==> src/rtl/nolinear_seq.sv <==
// Command sequencer for the nolinear datapath: it latches one request, steps the micro-op rounds
// for softmax, gelu/silu or root, waits out the datapath drain and returns the result.
module nolinear_seq #(
    parameter int FIX_POINT_WIDTH = 16,
    parameter int DATA_NUM        = 4,
    parameter int Bf              = 8,
    parameter int R1_CYCLES       = 50,
    parameter int R2_CYCLES       = 1,
    parameter int ROOT_CYCLES     = 50,
    parameter int DRAIN_CYCLES    = 2
) (
    input  logic                                clk,
    input  logic                                rst,
    input  logic                                req_valid,
    output logic                                req_ready,
    input  logic [1:0]                          req_op,
    input  logic [DATA_NUM*FIX_POINT_WIDTH-1:0] req_data,
    output logic [1:0]                          nl_mode,
    output logic [DATA_NUM*FIX_POINT_WIDTH-1:0] nl_in,
    output logic [2:0]                          nl_s_in,
    output logic                                nl_s_mux,
    output logic [2:0]                          nl_s_mult,
    output logic                                nl_s_add,
    output logic                                nl_en_mult,
    output logic                                nl_en_add,
    output logic                                nl_valid,
    input  logic [DATA_NUM*FIX_POINT_WIDTH-1:0] nl_out,
    output logic                                rsp_valid,
    input  logic                                rsp_ready,
    output logic [DATA_NUM*FIX_POINT_WIDTH-1:0] rsp_data,
    output logic                                rsp_err
);

    localparam int DW = DATA_NUM * FIX_POINT_WIDTH;

    // DRAIN always lasts at least one cycle: nl_out is sampled on the edge that leaves it.
    localparam int DRAIN_HOLD = (DRAIN_CYCLES > 0) ? DRAIN_CYCLES : 1;
    localparam int MAX_A      = (R1_CYCLES > ROOT_CYCLES) ? R1_CYCLES : ROOT_CYCLES;
    localparam int MAX_B      = (R2_CYCLES > DRAIN_HOLD) ? R2_CYCLES : DRAIN_HOLD;
    localparam int MAX_CYC    = (MAX_A > MAX_B) ? MAX_A : MAX_B;
    localparam int CNT_W      = (MAX_CYC > 1) ? $clog2(MAX_CYC) : 1;

    localparam logic [CNT_W-1:0] R1_LOAD    = CNT_W'(R1_CYCLES - 1);
    localparam logic [CNT_W-1:0] R2_LOAD    = CNT_W'(R2_CYCLES - 1);
    localparam logic [CNT_W-1:0] ROOT_LOAD  = CNT_W'(ROOT_CYCLES - 1);
    localparam logic [CNT_W-1:0] DRAIN_LOAD = CNT_W'(DRAIN_HOLD - 1);

    localparam logic [1:0] OP_SOFTMAX = 2'b00;
    localparam logic [1:0] OP_GELU    = 2'b01;
    localparam logic [1:0] OP_ROOT    = 2'b10;
    localparam logic [1:0] OP_ILLEGAL = 2'b11;

    generate
        if ((R1_CYCLES < 1) || (R2_CYCLES < 1) || (ROOT_CYCLES < 1) || (DRAIN_CYCLES < 0) ||
            (Bf >= FIX_POINT_WIDTH)) begin : g_bad_cfg
            $error("nolinear_seq: illegal parameter combination");
        end
    endgenerate

    typedef enum logic [2:0] {
        IDLE,
        R1,
        R2,
        DRAIN,
        RESP
    } state_t;

    typedef struct packed {
        logic [2:0] s_in;
        logic       s_mux;
        logic [2:0] s_mult;
        logic       s_add;
        logic       en_mult;
        logic       en_add;
        logic       valid;
    } ctrl_t;

    state_t            state, state_n;
    logic [CNT_W-1:0]  cnt, cnt_n;
    logic [1:0]        op_q, op_n;
    ctrl_t             ctrl_q, ctrl_n;
    logic              accept;
    logic              drain_done;

    assign accept     = req_valid && req_ready;
    assign op_n       = accept ? req_op : op_q;
    assign drain_done = (state == DRAIN) && (cnt == '0);

    // Next-state and round counter; the counter is reloaded on every round entry.
    always_comb begin
        state_n = state;
        cnt_n   = cnt;
        case (state)
            IDLE: begin
                if (accept) begin
                    if (req_op == OP_ILLEGAL) begin
                        state_n = RESP;
                    end else begin
                        state_n = R1;
                        cnt_n   = (req_op == OP_ROOT) ? ROOT_LOAD : R1_LOAD;
                    end
                end
            end
            R1: begin
                if (cnt != '0) begin
                    cnt_n = cnt - 1'b1;
                end else if (op_q == OP_ROOT) begin
                    state_n = DRAIN;
                    cnt_n   = DRAIN_LOAD;
                end else begin
                    state_n = R2;
                    cnt_n   = R2_LOAD;
                end
            end
            R2: begin
                if (cnt != '0) begin
                    cnt_n = cnt - 1'b1;
                end else begin
                    state_n = DRAIN;
                    cnt_n   = DRAIN_LOAD;
                end
            end
            DRAIN: begin
                if (cnt != '0) begin
                    cnt_n = cnt - 1'b1;
                end else begin
                    state_n = RESP;
                end
            end
            RESP: begin
                if (rsp_ready) begin
                    state_n = IDLE;
                end
            end
            default: begin
                state_n = IDLE;
                cnt_n   = '0;
            end
        endcase
    end

    // Micro-op decode for the state being entered, so controls come out of flops.
    always_comb begin
        ctrl_n = '0;
        if (state_n == R1) begin
            ctrl_n.en_mult = 1'b1;
            case (op_n)
                OP_SOFTMAX: begin
                    ctrl_n.s_in   = 3'd0;
                    ctrl_n.s_mux  = 1'b1;
                    ctrl_n.s_mult = 3'd2;
                    ctrl_n.s_add  = 1'b1;
                end
                OP_GELU: begin
                    ctrl_n.s_in   = 3'd2;
                    ctrl_n.s_mux  = 1'b1;
                    ctrl_n.s_mult = 3'd4;
                end
                OP_ROOT: begin
                    ctrl_n.s_in   = 3'd2;
                    ctrl_n.s_mult = 3'd1;
                end
                default: ctrl_n = '0;
            endcase
        end else if (state_n == R2) begin
            ctrl_n.s_add  = 1'b1;
            ctrl_n.en_add = 1'b1;
            ctrl_n.valid  = 1'b1;
            if (op_n == OP_SOFTMAX) begin
                ctrl_n.s_in    = 3'd1;
                ctrl_n.en_mult = 1'b1;
            end else begin
                ctrl_n.s_in = 3'd3;
            end
        end
    end

    always_ff @(posedge clk or posedge rst) begin
        if (rst) begin
            state     <= IDLE;
            cnt       <= '0;
            op_q      <= '0;
            ctrl_q    <= '0;
            nl_mode   <= '0;
            nl_in     <= '0;
            req_ready <= 1'b1;
            rsp_valid <= 1'b0;
            rsp_data  <= '0;
            rsp_err   <= 1'b0;
        end else begin
            state     <= state_n;
            cnt       <= cnt_n;
            op_q      <= op_n;
            ctrl_q    <= ctrl_n;
            req_ready <= (state_n == IDLE);
            rsp_valid <= (state_n == RESP);
            if (accept) begin
                nl_mode <= req_op;
                nl_in   <= req_data;
                rsp_err <= (req_op == OP_ILLEGAL);
                if (req_op == OP_ILLEGAL) begin
                    rsp_data <= '0;
                end
            end else if (drain_done) begin
                rsp_data <= nl_out;
            end else if ((state == RESP) && rsp_ready) begin
                rsp_err <= 1'b0;
            end
        end
    end

    assign nl_s_in    = ctrl_q.s_in;
    assign nl_s_mux   = ctrl_q.s_mux;
    assign nl_s_mult  = ctrl_q.s_mult;
    assign nl_s_add   = ctrl_q.s_add;
    assign nl_en_mult = ctrl_q.en_mult;
    assign nl_en_add  = ctrl_q.en_add;
    assign nl_valid   = ctrl_q.valid;

endmodule

==> config.mk <==
export PLATFORM = sky130hd
export DESIGN_NAME = nolinear_seq
export DESIGN_NICKNAME = d
export VERILOG_FILES = /design/src/rtl/nolinear_seq.sv
export SDC_FILE = /design/constraint.sdc
export NUM_CORES = 1
export LEC_CHECK = 0
export ABC_AREA = 1
export BUFFER_PORTS_ARGS = -buffer_cell sky130_fd_sc_hd__buf_4
export CORE_UTILIZATION = 48
export DETAILED_ROUTE_END_ITERATION = 12
export PLACE_DENSITY = 0.9
export SLEW_MARGIN = 20
export SYNTH_ARGS = -nofsm -noshare
export SYNTH_HDL_FRONTEND = slang
export SYNTH_SLANG_ARGS = --single-unit
==> constraint.sdc <==
create_clock -name clk -period 7.2 [get_ports clk]
set_input_delay 1.44 -clock clk [delete_from_list [all_inputs] [get_ports clk]]
set_output_delay 1.44 -clock clk [all_outputs]
set_load 0.02 [all_outputs]
Word-level counts from Yosys, hierarchy flattened
Cells that the tools add are included.
- $add $sub $neg: 1
- equality and inequality tests: 16
- multiplexer cells: 33
- bitwise logic cells: 1
- reductions and logical operators: 16
- operators by type and width (cell ; number):
    $mux 64 ; 3
    $mux 6 ; 5
    $pmux 6 s5 ; 1
    $mux 3 ; 8
    $pmux 3 s5 ; 1
    $mux 4 ; 3
    $eq 3x2->1 const B ; 3
    $pmux 3 s3 ; 1
    $mux 2 ; 4
    $mux 1 ; 7
    $eq 2x2->1 const B ; 3
    $eq 3x1->1 const B ; 2
    $eq 3x3->1 const B ; 2
    $logic_not 3->1 ; 2
    $logic_not 6->1 ; 1
    $ne 2x2->1 const B ; 3
    $reduce_bool 6->1 ; 1
    $sub 6x1->6 const B ; 1
    $ne 2x1->1 const B ; 2
    $reduce_and 2->1 ; 2
    $reduce_and 4->1 ; 1
    $reduce_bool 2->1 ; 2
    $reduce_or 2->1 ; 2
    $logic_and 1x1->1 ; 3
    other kinds (4) ; 4
- flip-flop bits (word level): 155
- input bits: 134
- output and inout port bits: 144
- logic and storage cells: 83

Logic depth before layout (Yosys ltp)
Gate-level depths: netlist (run 1).
- word-level depth: 7
- gate-level depth with buffers: 11
- depth with buffers taken out: 11

Worst setup path after synthesis (run 1)
OpenSTA, ideal clock, no wires.
- path type: input to register
- start: in req_valid
- end: reg ctrl_q, in the netlist nl_s_in[1]
- setup time: 117 ps
- arrival: 2603 ps
- data required time: 7083 ps
- setup slack: 4480 ps
- stages on the path: 8
- buffers on the path: 1
- path through: nand2_2 inv_2 buf_2 o21ai_0 inv_1 ha_1 nand3_1 nand2_1
- RTL lines (what ; line ; RTL):
    start, declared ; 14 ; input logic req_valid,
    end signal, assigned ; 194 ; ctrl_q <= ctrl_n;
    end, declared ; 81 ; ctrl_t ctrl_q, ctrl_n;

==> results of run 1 <==
## synthesized netlist by cell type
master / n
inv_4: 1
buf_12: 5
dfstp_2: 1
nor2_1: 9
o211ai_1: 2
conb_1: 1
nand2_4: 1
inv_1: 28
buf_2: 24
nand2_2: 5
nor2_4: 1
dfrtp_1: 151
nand2_1: 295
buf_4: 3
o21ai_0: 7
o21ai_1: 1
a21oi_1: 2
nor2_2: 1
nand4_1: 2
nor3_1: 1
buf_6: 2
buf_1: 1
ha_1: 6
inv_2: 6
xor2_1: 2
a21boi_0: 1
nand3_2: 41
xnor2_1: 1
clkbuf_1: 9
o22ai_1: 2
nand3_1: 98
## cell families (layout without fill, tap and decap cells)
family	after synthesis	in the layout
flip-flops	152	152
AND/OR/NAND/NOR	454	454
buffers and inverters	79	346
other	1	1
XOR/XNOR	3	3
AO/OA/AOI/OAI	15	15
adder cells (fa/ha/maj)	6	6
## power by group through the flow
stage | Combinational (mW) | Sequential (mW) | Clock, mW
3_5_place_dp | 1.34 | 1.27 | 0
5_1_grt | 1.46 | 1.30 | 0.912
3_3_place_gp | 1.30 | 1.27 | 0
2_1_floorplan | 0.502 | 1.54 | 0
6_report | 1.33 | 1.28 | 0.852
4_1_cts | 1.34 | 1.27 | 0.872
## sequential cells by signal, summed over array words and instances, names as in the netlist, 2 cells and up
register and cells:
cnt 6, nl_in 64, nl_mode 2, nl_s_in 2
nl_s_mult 3, op_q 2, rsp_data 64, state 3
## routing by layer
| metal | up-vias | share of wire |
|---|---|---|
| li1 | 2758 | - |
| met4 | 0 | 0.017 |
| met2 | 279 | 0.49 |
| met5 | - | 0 |
| met1 | 2790 | 0.41 |
| met3 | 20 | 0.081 |
## worst max path at each step
| stage | startpoint | endpoint | slack (ns) | cells after the start |
|---|---|---|---|---|
| 2_1_floorplan | rst | cnt[0] | 1.67 | 1 |
| 4_1_cts | req_valid | nl_s_in[1] | 4.01 | 10 |
| 6_report | req_valid | nl_s_add | 3.96 | 10 |
| 5_1_grt | req_valid | nl_s_add | 3.79 | 10 |
| 3_5_place_dp | req_valid | nl_s_in[1] | 3.57 | 10 |
| 3_3_place_gp | req_valid | nl_s_in[1] | 3.68 | 10 |
## final cells by class
type	instances	area share
Clock inverter	7	0.00738
Inverter	35	0.0152
Sequential cell	152	0.416
Multi-Input combinational cell	479	0.254
Timing Repair Buffer	279	0.229
Tap cell	176	0.0241
Clock buffer	25	0.0552
## worst reg2reg max path: cells and delay by family (launching register included)
family | cells | cell delay [ns]
and+or+nand+nor | 6 | 1.30
buffers and inverters | 2 | 0.72
DFF | 1 | 0.42
adders and majority gates | 1 | 0.18
==> metrics.cfg, run 1 <==
[global_route]
top_usage_layer=met2
grt_max_degree=87
grt_use_met3=0.0661
overflow=0
grt_pass1_vias=5634
grt_use_met1=0.318
grtUsageTotal=0.247
met2_usage=0.400
grt_pass1_wl_mm=27.5
antenna_found_initial=0

[worst_setup_path]
slowest_stage=buf_4
crit_required_ns=7.50
endpoint_kind=register
worstPathMaxFanout=70
r2r_start=cnt[0]
worstPathArrival_ns=3.54
rrSetupSlack_ns=4.45
r2r_cells=9
crit_type=input pin to register
max_stage_delay_ns=0.56
path_cells=buf_4 > nand2_8 > inv_2 > buf_4 > nand2_1 > o21ai_0 > inv_1 > ha_1 > nand3_1 > nand2_1
r2r_end=rsp_data[59]
critPathBufInv=4
start_kind=input pin
cp_top_family=buffers and inverters

[min_path]
hold_path_startpoint=nl_in[19]
hold_depth=2
min_path_type=register to register
min_to=nl_in[19]

[yosys]
synthAdderAreaFrac=0.0115
seq_area_frac_synth=0.581
synth_compound_area_frac=0.0130
synth_area_per_cell_sq_um=9.23
syn_nets=850
yosysTopAreaCell=dfrtp_1
synthSimpleGateAreaFrac=0.324
synth_top_family_by_area=simple AND/OR/NAND/NOR gates
synth_top_cell_area_share=0.577
synth_xor_area_frac=0.00401
syn_inst=710
synthMuxAreaShare=0
ys_ff_latch=152
synth_cell_types=31
synth_area_sq_mm=0.00655
ys_warn_count=0
synth.top_cells.by_area=dfrtp_1, nand2_1, nand3_1

[timing]
hold_viol=0
worst_slack_ns=3.96
tightest_slew_ns=1.13
rsz0062_at_grt=no
period_minus_slack_ns=3.24
fin_setup_tns_ns=0
maxSlewHeadroom=0.249
finalSetupViolCount=0
fin_hold_ws_ns=0.482
period_share=0.450
fin_skew_ns=0.00752
maxSlewViolCount=0
max_freq_ghz=0.309

[route]
viasPerCell=5.07
antenna_left=0
wl_mm=17.2
first_pass_iters=4
num_vias=5847
wl_per_cell_um=14.9
route.detailed.drc=0
drtIter0Drc=394

[finish]
final_area_sq_mm=0.00916
final_cells=1153
antenna-diode-count=0
utilization=0.689
regArea_sq_mm=0.00380
n_fill_cell=1030
final_layout_size_suffix_gt1_frac=0.376
final_nets=1104
final_cell_mix=nand2_1, buf_4, dfrtp_1, nand3_1, nand3_2
multiInputGateArea_sq_mm=0.00232
synthToLayoutAreaGrowth_pct=39.7
layout_commonest_cell=nand2_1

[placed_design]
dp_hpwl_mm=11.7
dpl_worst_slack_ns=3.57
postPlaceCellArea_sq_mm=0.00858
gp_congestion=0.861
io_buffers=276
dp_cells=1121

[power]
p_comb_frac=0.386
peakVddDrop_mv=0.280
power_density_mw_per_mm2=378
power.switching_mw=1.32
power_leakage_nw=5.20
swShare=0.382
seq_power_share=0.368
internal-power_mw=2.14
totalPowerFinal_mw=3.46
p_clk_frac=0.246

[clock_tree]
cts_tree=yes
cts_resized=0
clock_latency_ns=0.41
cts_made_buffers=17
clk_pin_slew_ns=0.06
cts_root_buffer=clkbuf_16
cts.hold.buffers_added=0
cts_buffer_depth=2
clock-sinks=152
htreeDepth=4
cts_setup_buffers=0

[floorplan]
die_w_um=119
initial_core_util=0.493
dieArea_sq_mm=0.0141
placementRows=42
coreArea_sq_mm=0.0133
ios=278
die_h_um=119

[flow_run]
maxCapViolCount=0

[status]
outcome=complete, no violations

Power figures use the tool's default switching activity.
==> inputs of run 2 (changes only) <==
- clock period: 7.2 -> 3.4 ns (I/O delays scaled with it)
==> metrics.cfg, run 2 (synthesis gave the netlist of run 1 again) <==
[worst_setup_path]
rrSetupSlack_ns=1.14
crit_path_start=req_ready
worstPathMaxFanout=67
r2r_end=nl_s_in[1]
r2r_cells=8
r2r_start=req_ready
crit_required_ns=3.70
worstPathArrival_ns=2.57
start_kind=register
critPathCapture=nl_s_in[1]
crit_type=register to register
endpoint_kind=register

[timing]
period_minus_slack_ns=2.26
tightest_slew_ns=0.956
rsz0062_at_grt=no
maxSlewViolCount=0
fin_skew_ns=0.00515
finalSetupViolCount=0
period_share=0.666
max_freq_ghz=0.442
fin_setup_tns_ns=0
maxSlewHeadroom=0.362
hold_viol=0

[finish]
layout_commonest_cell=nand2_1
final_cells=1157
antenna-diode-count=0
final_nets=1108
final_area_sq_mm=0.00920
synthToLayoutAreaGrowth_pct=40.5
multiInputGateArea_sq_mm=0.00232
n_fill_cell=1053
final_cell_mix=nand2_1, buf_4, dfrtp_1, nand3_1, nand3_2
largest_registers=nl_in: 64 flops, rsp_data: 64 flops, cnt: 6 flops
regArea_sq_mm=0.00380
final_layout_size_suffix_gt1_frac=0.381

[global_route]
grt_pass1_vias=5607
overflow=0
grt_max_degree=68
grtUsageTotal=0.254
grt_pass1_wl_mm=27.8
antenna_found_initial=0

[floorplan]
ios=278
dieArea_sq_mm=0.0141
initial_core_util=0.493
die_h_um=119
die_w_um=119
coreArea_sq_mm=0.0133
placementRows=42

[placed_design]
gp_congestion=0.854
dp_cells=1125
io_buffers=276
dp_hpwl_mm=12.3
postPlaceCellArea_sq_mm=0.00864

[route]
route.detailed.drc=0
viasPerCell=4.99
first_pass_iters=5
num_vias=5774
antenna_left=0
wl_per_cell_um=15.1
wl_mm=17.5
drtIter0Drc=355

[flow_run]
maxCapViolCount=0

[power]
peakVddDrop_mv=0.642
power_density_mw_per_mm2=792
power_leakage_nw=5.22

[clock_tree]
cts_resized=0
cts_setup_buffers=0
cts.hold.buffers_added=0
clock-sinks=152
cts_made_buffers=17
clock_latency_ns=0.41
cts_tree=yes
cts_root_buffer=clkbuf_16
htreeDepth=4
clk_pin_slew_ns=0.06
cts_buffer_depth=2

[min_path]
min_path_type=input pin to async pin

[status]
outcome=complete, no violations

==> run 2: worst min-delay path by stage <==
| stage | to | slack [ns] | depth (start not counted) |
|---|---|---|---|
| final | nl_in[62] | 0.41 | 2 |
| after detailed placement | nl_in[49] | 0.47 | 2 |
| after floorplan | cnt[0] | 0.49 | 2 |
| after global placement | nl_in[7] | 0.46 | 2 |
| after CTS | rsp_data[51] | 0.42 | 2 |
| after global routing | nl_in[62] | 0.44 | 2 |
==> run 2: metal layers <==
| layer | vias up | track usage | routed length, um |
|---|---|---|---|
| met5 | - | 0 | 0 |
| met2 | 240 | 0.433 | 8840 |
| met4 | 0 | 0.0918 | 376 |
| met1 | 2750 | 0.301 | 6820 |
| li1 | 2756 | - | - |
| met3 | 28 | 0.0800 | 1440 |
==> run 2: stage by stage <==
step	worst slack, ns	util	hold WS, ns	power (mW)
4_1_cts	1.11	0.692	0.419	7.35
5_1_grt	0.849	0.692	0.437	7.74
3_3_place_gp	0.919	0.650	0.464	5.46
6_report	1.14	0.692	0.414	7.29
2_1_floorplan	0.804	-	0.494	4.32
3_5_place_dp	0.820	0.650	0.467	5.54
==> run 2: cell type report <==
| type | count | share of cell area |
|---|---|---|
| Clock buffer | 20 | 0.0507 |
| Clock inverter | 12 | 0.0110 |
| Timing Repair Buffer | 283 | 0.234 |
| Inverter | 35 | 0.0150 |
| Multi-Input combinational cell | 479 | 0.252 |
| Sequential cell | 152 | 0.413 |
| Tap cell | 176 | 0.0239 |
==> run 2: power by group <==
part | switching [mW] | total (mW) | internal [mW] | leakage (nW)
registers | 0.334 | 2.69 | 2.35 | 1.99
clock network | 0.716 | 1.77 | 1.06 | 0.270
logic | 1.75 | 2.83 | 1.09 | 2.96
total | 2.80 | 7.29 | 4.50 | 5.22
==> run 2: critical path, stage by stage, from the launching register on <==
cell and delay [ns]:
dfstp_2 0.58, nand2_8 0.24, inv_2 0.38, nand2_1 0.13, o21ai_0 0.23, inv_1 0.14
ha_1 0.30, nand3_1 0.08, nand2_1 0.05
